### src/rtl/div_arbiter.sv
// Round-robin arbiter sharing one iterative div_unit between two requesters, with a one-entry response buffer.
// Optional reuse of the last completed divide is enabled by defining DIV_ARB_REUSE_EN.
module div_arbiter #(
    parameter int TAG_W  = 5,
    parameter int DATA_W = 64
) (
    input  logic                        clk_i,
    input  logic                        rstn_i,
    input  logic                        flush_i,
    input  logic [1:0]                  req_valid_i,
    output logic [1:0]                  req_ready_o,
    input  logic [1:0]                  req_kill_i,
    input  logic [1:0]                  req_int_32_i,
    input  logic [1:0]                  req_signed_i,
    input  logic [1:0]                  req_rem_i,
    input  logic [1:0][DATA_W-1:0]      req_dvnd_i,
    input  logic [1:0][DATA_W-1:0]      req_dvsr_i,
    input  logic [1:0][TAG_W-1:0]       req_tag_i,
    output logic                        resp_valid_o,
    input  logic                        resp_ready_i,
    output logic [DATA_W-1:0]           resp_data_o,
    output logic                        resp_id_o,
    output logic [TAG_W-1:0]            resp_tag_o,
    output logic                        div_request_o,
    output logic                        div_kill_o,
    output logic                        div_int_32_o,
    output logic                        div_signed_o,
    output logic [DATA_W-1:0]           div_dvnd_o,
    output logic [DATA_W-1:0]           div_dvsr_o,
    input  logic [DATA_W-1:0]           div_quo_i,
    input  logic [DATA_W-1:0]           div_rmd_i,
    input  logic                        div_done_tick_i
);

    typedef enum logic [1:0] {IDLE, ISSUE, BUSY, RESP} state_t;

    state_t              state_q, state_d;
    logic                rr_ptr_q;
    logic                win;
    logic [1:0]          grant;
    logic                abort;
    logic                capture;
    logic                hit;

    logic                id_p0, rem_p0, int_32_p0, signed_p0;
    logic [TAG_W-1:0]    tag_p0;
    logic [DATA_W-1:0]   dvnd_p0, dvsr_p0;
    logic [DATA_W-1:0]   result_p1;

    always_comb begin
        state_d       = state_q;
        grant         = 2'b00;
        capture       = 1'b0;
        div_request_o = 1'b0;
        div_kill_o    = 1'b0;
        win           = req_valid_i[rr_ptr_q] ? rr_ptr_q : ~rr_ptr_q;
        abort         = req_kill_i[id_p0] | flush_i;
        case (state_q)
            IDLE: begin
                if (req_valid_i[win] && !req_kill_i[win] && !flush_i) begin
                    grant[win] = 1'b1;
                    state_d    = hit ? RESP : ISSUE;
                end
            end
            ISSUE: begin
                if (abort) begin
                    state_d = IDLE;
                end else begin
                    div_request_o = 1'b1;
                    state_d       = BUSY;
                end
            end
            BUSY: begin
                // A kill racing done_tick simply drops the result; the divider is already idle.
                if (abort) begin
                    div_kill_o = ~div_done_tick_i;
                    state_d    = IDLE;
                end else if (div_done_tick_i) begin
                    capture = 1'b1;
                    state_d = RESP;
                end
            end
            RESP: begin
                if (abort || resp_ready_i) state_d = IDLE;
            end
            default: state_d = IDLE;
        endcase
    end

    assign req_ready_o = grant;

    always_ff @(posedge clk_i or negedge rstn_i) begin
        if (!rstn_i) begin
            state_q  <= IDLE;
            rr_ptr_q <= 1'b0;
        end else begin
            state_q <= state_d;
            if (grant != 2'b00) rr_ptr_q <= ~win;
        end
    end

`ifdef DIV_ARB_REUSE_EN
    logic                reuse_vld;
    logic                reuse_int_32, reuse_signed;
    logic [DATA_W-1:0]   reuse_dvnd, reuse_dvsr, reuse_quo, reuse_rmd;

    assign hit = reuse_vld && (reuse_dvnd == req_dvnd_i[win]) && (reuse_dvsr == req_dvsr_i[win]) &&
                 (reuse_int_32 == req_int_32_i[win]) && (reuse_signed == req_signed_i[win]);

    always_ff @(posedge clk_i or negedge rstn_i) begin
        if (!rstn_i) begin
            reuse_vld    <= 1'b0;
            reuse_int_32 <= 1'b0;
            reuse_signed <= 1'b0;
            reuse_dvnd   <= '0;
            reuse_dvsr   <= '0;
            reuse_quo    <= '0;
            reuse_rmd    <= '0;
        end else if (flush_i) begin
            reuse_vld <= 1'b0;
        end else if (capture) begin
            reuse_vld    <= 1'b1;
            reuse_int_32 <= int_32_p0;
            reuse_signed <= signed_p0;
            reuse_dvnd   <= dvnd_p0;
            reuse_dvsr   <= dvsr_p0;
            reuse_quo    <= div_quo_i;
            reuse_rmd    <= div_rmd_i;
        end
    end
`else
    assign hit = 1'b0;
`endif

    // Stage p0: request fields latched at grant, held until the op leaves the arbiter
    always_ff @(posedge clk_i or negedge rstn_i) begin
        if (!rstn_i) begin
            id_p0     <= 1'b0;
            rem_p0    <= 1'b0;
            int_32_p0 <= 1'b0;
            signed_p0 <= 1'b0;
            tag_p0    <= '0;
            dvnd_p0   <= '0;
            dvsr_p0   <= '0;
        end else if (grant != 2'b00) begin
            id_p0     <= win;
            rem_p0    <= req_rem_i[win];
            int_32_p0 <= req_int_32_i[win];
            signed_p0 <= req_signed_i[win];
            tag_p0    <= req_tag_i[win];
            dvnd_p0   <= req_dvnd_i[win];
            dvsr_p0   <= req_dvsr_i[win];
        end
    end

    // Stage p1: selected result held in the response buffer
    always_ff @(posedge clk_i or negedge rstn_i) begin
        if (!rstn_i) begin
            result_p1 <= '0;
        end else if (capture) begin
            result_p1 <= rem_p0 ? div_rmd_i : div_quo_i;
`ifdef DIV_ARB_REUSE_EN
        end else if (grant != 2'b00 && hit) begin
            result_p1 <= req_rem_i[win] ? reuse_rmd : reuse_quo;
`endif
        end
    end

    assign resp_valid_o = (state_q == RESP);
    assign resp_data_o  = result_p1;
    assign resp_id_o    = id_p0;
    assign resp_tag_o   = tag_p0;
    assign div_int_32_o = int_32_p0;
    assign div_signed_o = signed_p0;
    assign div_dvnd_o   = dvnd_p0;
    assign div_dvsr_o   = dvsr_p0;

endmodule

### config.mk
export PLATFORM = sky130hd
export DESIGN_NAME = div_arbiter
export DESIGN_NICKNAME = d
export VERILOG_FILES = /design/src/rtl/div_arbiter.sv
export SDC_FILE = /design/constraint.sdc
export NUM_CORES = 1
export LEC_CHECK = 0
export CAP_MARGIN = 20
export CORE_AREA = 2 2 242 244
export DETAILED_ROUTE_END_ITERATION = 12
export DIE_AREA = 0 0 244 246
export PLACE_DENSITY_LB_ADDON = 0.1
export SLEW_MARGIN = 10
export SYNTH_ARGS = -nofsm -noshare
export SYNTH_HDL_FRONTEND = slang
export SYNTH_SLANG_ARGS = --single-unit
### constraint.sdc
create_clock -name clk_i -period 2.7 [get_ports clk_i]
set_input_delay 0.675 -clock clk_i [delete_from_list [all_inputs] [get_ports clk_i]]
set_output_delay 0.675 -clock clk_i [all_outputs]
set_load 0.01 [all_outputs]
==> flow_summary_export.csv <==
group,metric,value,unit
status,status,"complete, but fails checks",
status,violated_checks,"negative setup slack",
worst_setup_path,critPathSlowestCell,"a2111oi_4",
worst_setup_path,crit_path_max_incr_delay,560,ps
place,post-place-cells,2036,
synthesis,postSynth.asyncResetShare,1.00,
worst_setup_path,critical_path_arrival,2220,ps
grt,grt_antenna_before_repair,2,
cts,worstSkewPairLatency,540,ps
pwr,total_leakage_power,0.00726,uW
cts,post_cts_hold_buffer_count,0,
place,place.detailed.hpwl,33000,um
synthesis,flop_and_latch_count_out_of_synthesis,204,
route,routed_wl,42100,um
grt,grt_overflow,0,
synthesis,synth_sequential_area_ratio,0.509,
sta,finalSetupViolCount,2,
worst_setup_path,required_time_at_the_endpoint_of_the_critical_path,2030,ps
grt,first_global_vias,8674,
place,port-buffer-count,613,
route,detail_route.drc_violations,0,
worst_setup_path,cpLargestDelayFamily,"compound AO/OA/AOI/OAI gates",
synthesis,synth.lib_cells_used.distinct,26,
finish,area_overhead_vs_synth,81.1,%
cts,numClockSinks,204,
worst_setup_path,worst_setup_path_category,"reg2out",
route,detailedRoute.firstPassIterationCount,4,
finish,drive_above_1_share,0.364,
synthesis,syn_inst,673,
finish,final_cells,2088,
synthesis,postSynthAreaPerCell,14.9,um^2
cts,root_buffer_cell,"clkbuf_16",
cts,clock_tree.htree_level_count,1,
synthesis,library_cell_with_the_largest_summed_area_after_synthesis,"dfrtp_1",
sta,timing.final.max_slew_violations,0,
worst_setup_path,critPathLaunchType,"flip-flop",
synthesis,synth-edff-count,0,
sta,tns,-380,ps
sta,fmax,346,MHz
synthesis,synth_fp_nets,1082,
place,dpl-instance-area,0.0173,mm^2
finish,fin_area,0.0181,mm^2
sta,period_minus_slack,2890,ps
synthesis,synth.cells.most_frequent,"mux2_2 (399), dfrtp_1 (204), buf_2 (21)",
sta,skew,8.17,ps
floorplanning,floorplan.core_area,0.0574,mm^2
synthesis,synth_top_cell_area_share,0.509,
min_path,hold_path_class,"in2async",
synthesis,synthesis.yosys.warnings,0,
pwr,ir_worst_vdd,0.411,mV
cts,cts_buffers,27,
cts,cts_tree,"built",
floorplanning,die_y,246,um
sta,timing_hold_violations_final,0,
route,drtIter0Drc,194,
worst_setup_path,worstPathCellList,"nand2_1, nand3b_1, a2111oi_4, buf_4, and2_1, buf_2",
worst_setup_path,critical_path.max_fanout,4,
synthesis,syn_area,0.0100,mm^2
worst_setup_path,reg2reg_slack,250,ps
worst_setup_path,r2r_cells,7,
place,place.gp.congestion,0.742,
worst_setup_path,r2r-start,"rr_ptr_q",
synthesis,synth_most_common_cell,"mux2_2",
grt,first_pass_grt_wire_length,59400,um
floorplanning,die_x,244,um
sta,postLayoutSetupSlackWorst,-192,ps
route,num_vias,7945,
cts,path_clk_slew,60,ps
pwr,power_per_unit_of_standard_cell_area,967,mW/mm^2
pwr,post-layout-total-power,17500,uW
sta,final.period_utilization,1.07,
grt,grt_max_degree,65,
worst_setup_path,worst_flop_to_flop_path_endpoint,"div_dvsr_o[16]",
floorplanning,ioPinCount,614,
floorplanning,die-area,0.0600,mm^2
synthesis,synth_top_cells_by_area,"dfrtp_1 (51%), mux2_2 (45%), buf_2 (1.0%)",
sta,grt_setup_unrepaired,"yes",
floorplanning,floorplan.rows,88,
job,max-cap-violations,0,
cts,cts_max_path_buffers,3,
sta,worst_pin_slew,578,ps
grt,global_route.usage.total,0.133,
finish,layout.nets,1711,
worst_setup_path,critical_path.endpoint_type,"output pin",
floorplanning,start_util,0.175,
worst_setup_path,path_buf_inv,2,
route,vias_per_cell,3.81,
synthesis,ys.flop_type,"dfrtp_1",
route,ant_nets,0,
sta,relSlewSlack,0.615,
route,route.detailed.wl_per_inst,20.2,um
-- final cells by class --
class / instances / area [um^2]
Fill cell: 5829 / 39200
Timing Repair Buffer: 646 / 6500
Sequential cell: 204 / 5110
Multi-Input combinational cell: 421 / 4710
Tap cell: 765 / 957
Clock buffer: 47 / 861
Clock inverter: 1 / 7.51
Inverter: 2 / 7.51
Antenna cell: 2 / 5.00
-- registers in the layout, indices dropped and copies added (netlist names) --
signal,cells
state_q,2
resp_id_o,1
div_dvnd_o,64
div_int_32_o,1
resp_data_o,64
div_dvsr_o,64
div_signed_o,1
rr_ptr_q,1
rem_p0,1
resp_tag_o,5
-- kinds of logic after synthesis --
| logic type | synth area share |
|---|---|
| compound gates | 0.00637 |
| buf+inv | 0.0240 |
| flops | 0.509 |
| mux | 0.452 |
| simple gates | 0.00849 |
-- worst max-delay path by stage --
stage                               from             end  slack, ps  cells past startpoint
after floorplan            req_kill_i[1]  req_ready_o[1]        100                      5
after global placement    req_valid_i[0]  req_ready_o[1]       -810                      7
after detailed placement  req_valid_i[0]  req_ready_o[1]       -770                      7
after CTS                       rr_ptr_q  req_ready_o[1]       -240                      6
after global routing            rr_ptr_q  req_ready_o[1]       -300                      6
final                           rr_ptr_q  req_ready_o[0]       -190                      6
-- power by group --
| part | switching (uW) | leakage, uW | internal [uW] | total (uW) |
|---|---|---|---|---|
| combinational | 3390 | 0.00432 | 5300 | 8690 |
| clock | 1410 | 0.000423 | 2130 | 3540 |
| sequential | 771 | 0.00252 | 4550 | 5320 |
| total | 5570 | 0.00726 | 12000 | 17500 |
-- layer usage --
| metal | part of all wire | global-route usage | vias up |
|---|---|---|---|
| met1 | 0.37 | 0.146 | 3888 |
| met4 | 0.023 | 0.0321 | 4 |
| li1 | - | - | 3711 |
| met3 | 0.074 | 0.0428 | 49 |
| met2 | 0.53 | 0.247 | 293 |
| met5 | 0.00055 | 0 | - |
-- placed cells by master, fill, tap and decap left out --
master	synthesis	layout
inv_1	2	2
mux2_2	399	399
buf_2	21	1
dfrtp_1	204	203
nand2b_4	0	1
dfrtp_2	0	1
clkbuf_16	0	27
and3b_1	1	1
clkdlybuf4s50_1	0	603
nand4b_1	1	1
a31o_2	1	1
mux2_1	2	2
clkbuf_8	0	12
buf_12	0	10
and2_1	2	2
a2111oi_4	1	1
nor2_1	1	1
clkbuf_1	13	9
dlygate4sd2_1	0	7
a21oi_1	1	1
buf_6	0	1
nor4b_1	1	1
o211a_1	1	1
nand3_1	1	1
mux2i_1	1	1
nand2_1	1	1
nand3b_1	2	2
buf_4	9	23
clkinvlp_4	0	1
a211oi_2	0	1
nor2b_4	0	1
diode_2	0	2
and2_0	1	1
o21ai_4	0	1
-- worst reg2reg max path: stages (launching register included) --
cell       delay [ps]
dfrtp_1           420
nand2_1            80
nand3b_1          130
a2111oi_4         560
buf_4             240
buf_4             180
buf_12            280
mux2_2            440
-- stage by stage --
stage | utilization | hold WS (ps) | setup slack [ps]
6_report | 0.316 | 137 | -192
5_1_grt | 0.316 | 147 | -304
4_1_cts | 0.316 | 129 | -244
3_5_place_dp | 0.301 | 476 | -773
3_3_place_gp | 0.301 | 484 | -810
2_1_floorplan | - | 379 | 99.0
-- repair_timing --
item / in CTS / in global routing
hold endpoints to repair: 0 / 0
endpoints found under the setup margin: 4 / 2
resized for setup: 16 / 3
pin swaps: 4 / 0
buffers inserted: 1 / 1
Power figures use the tool's default switching activity.
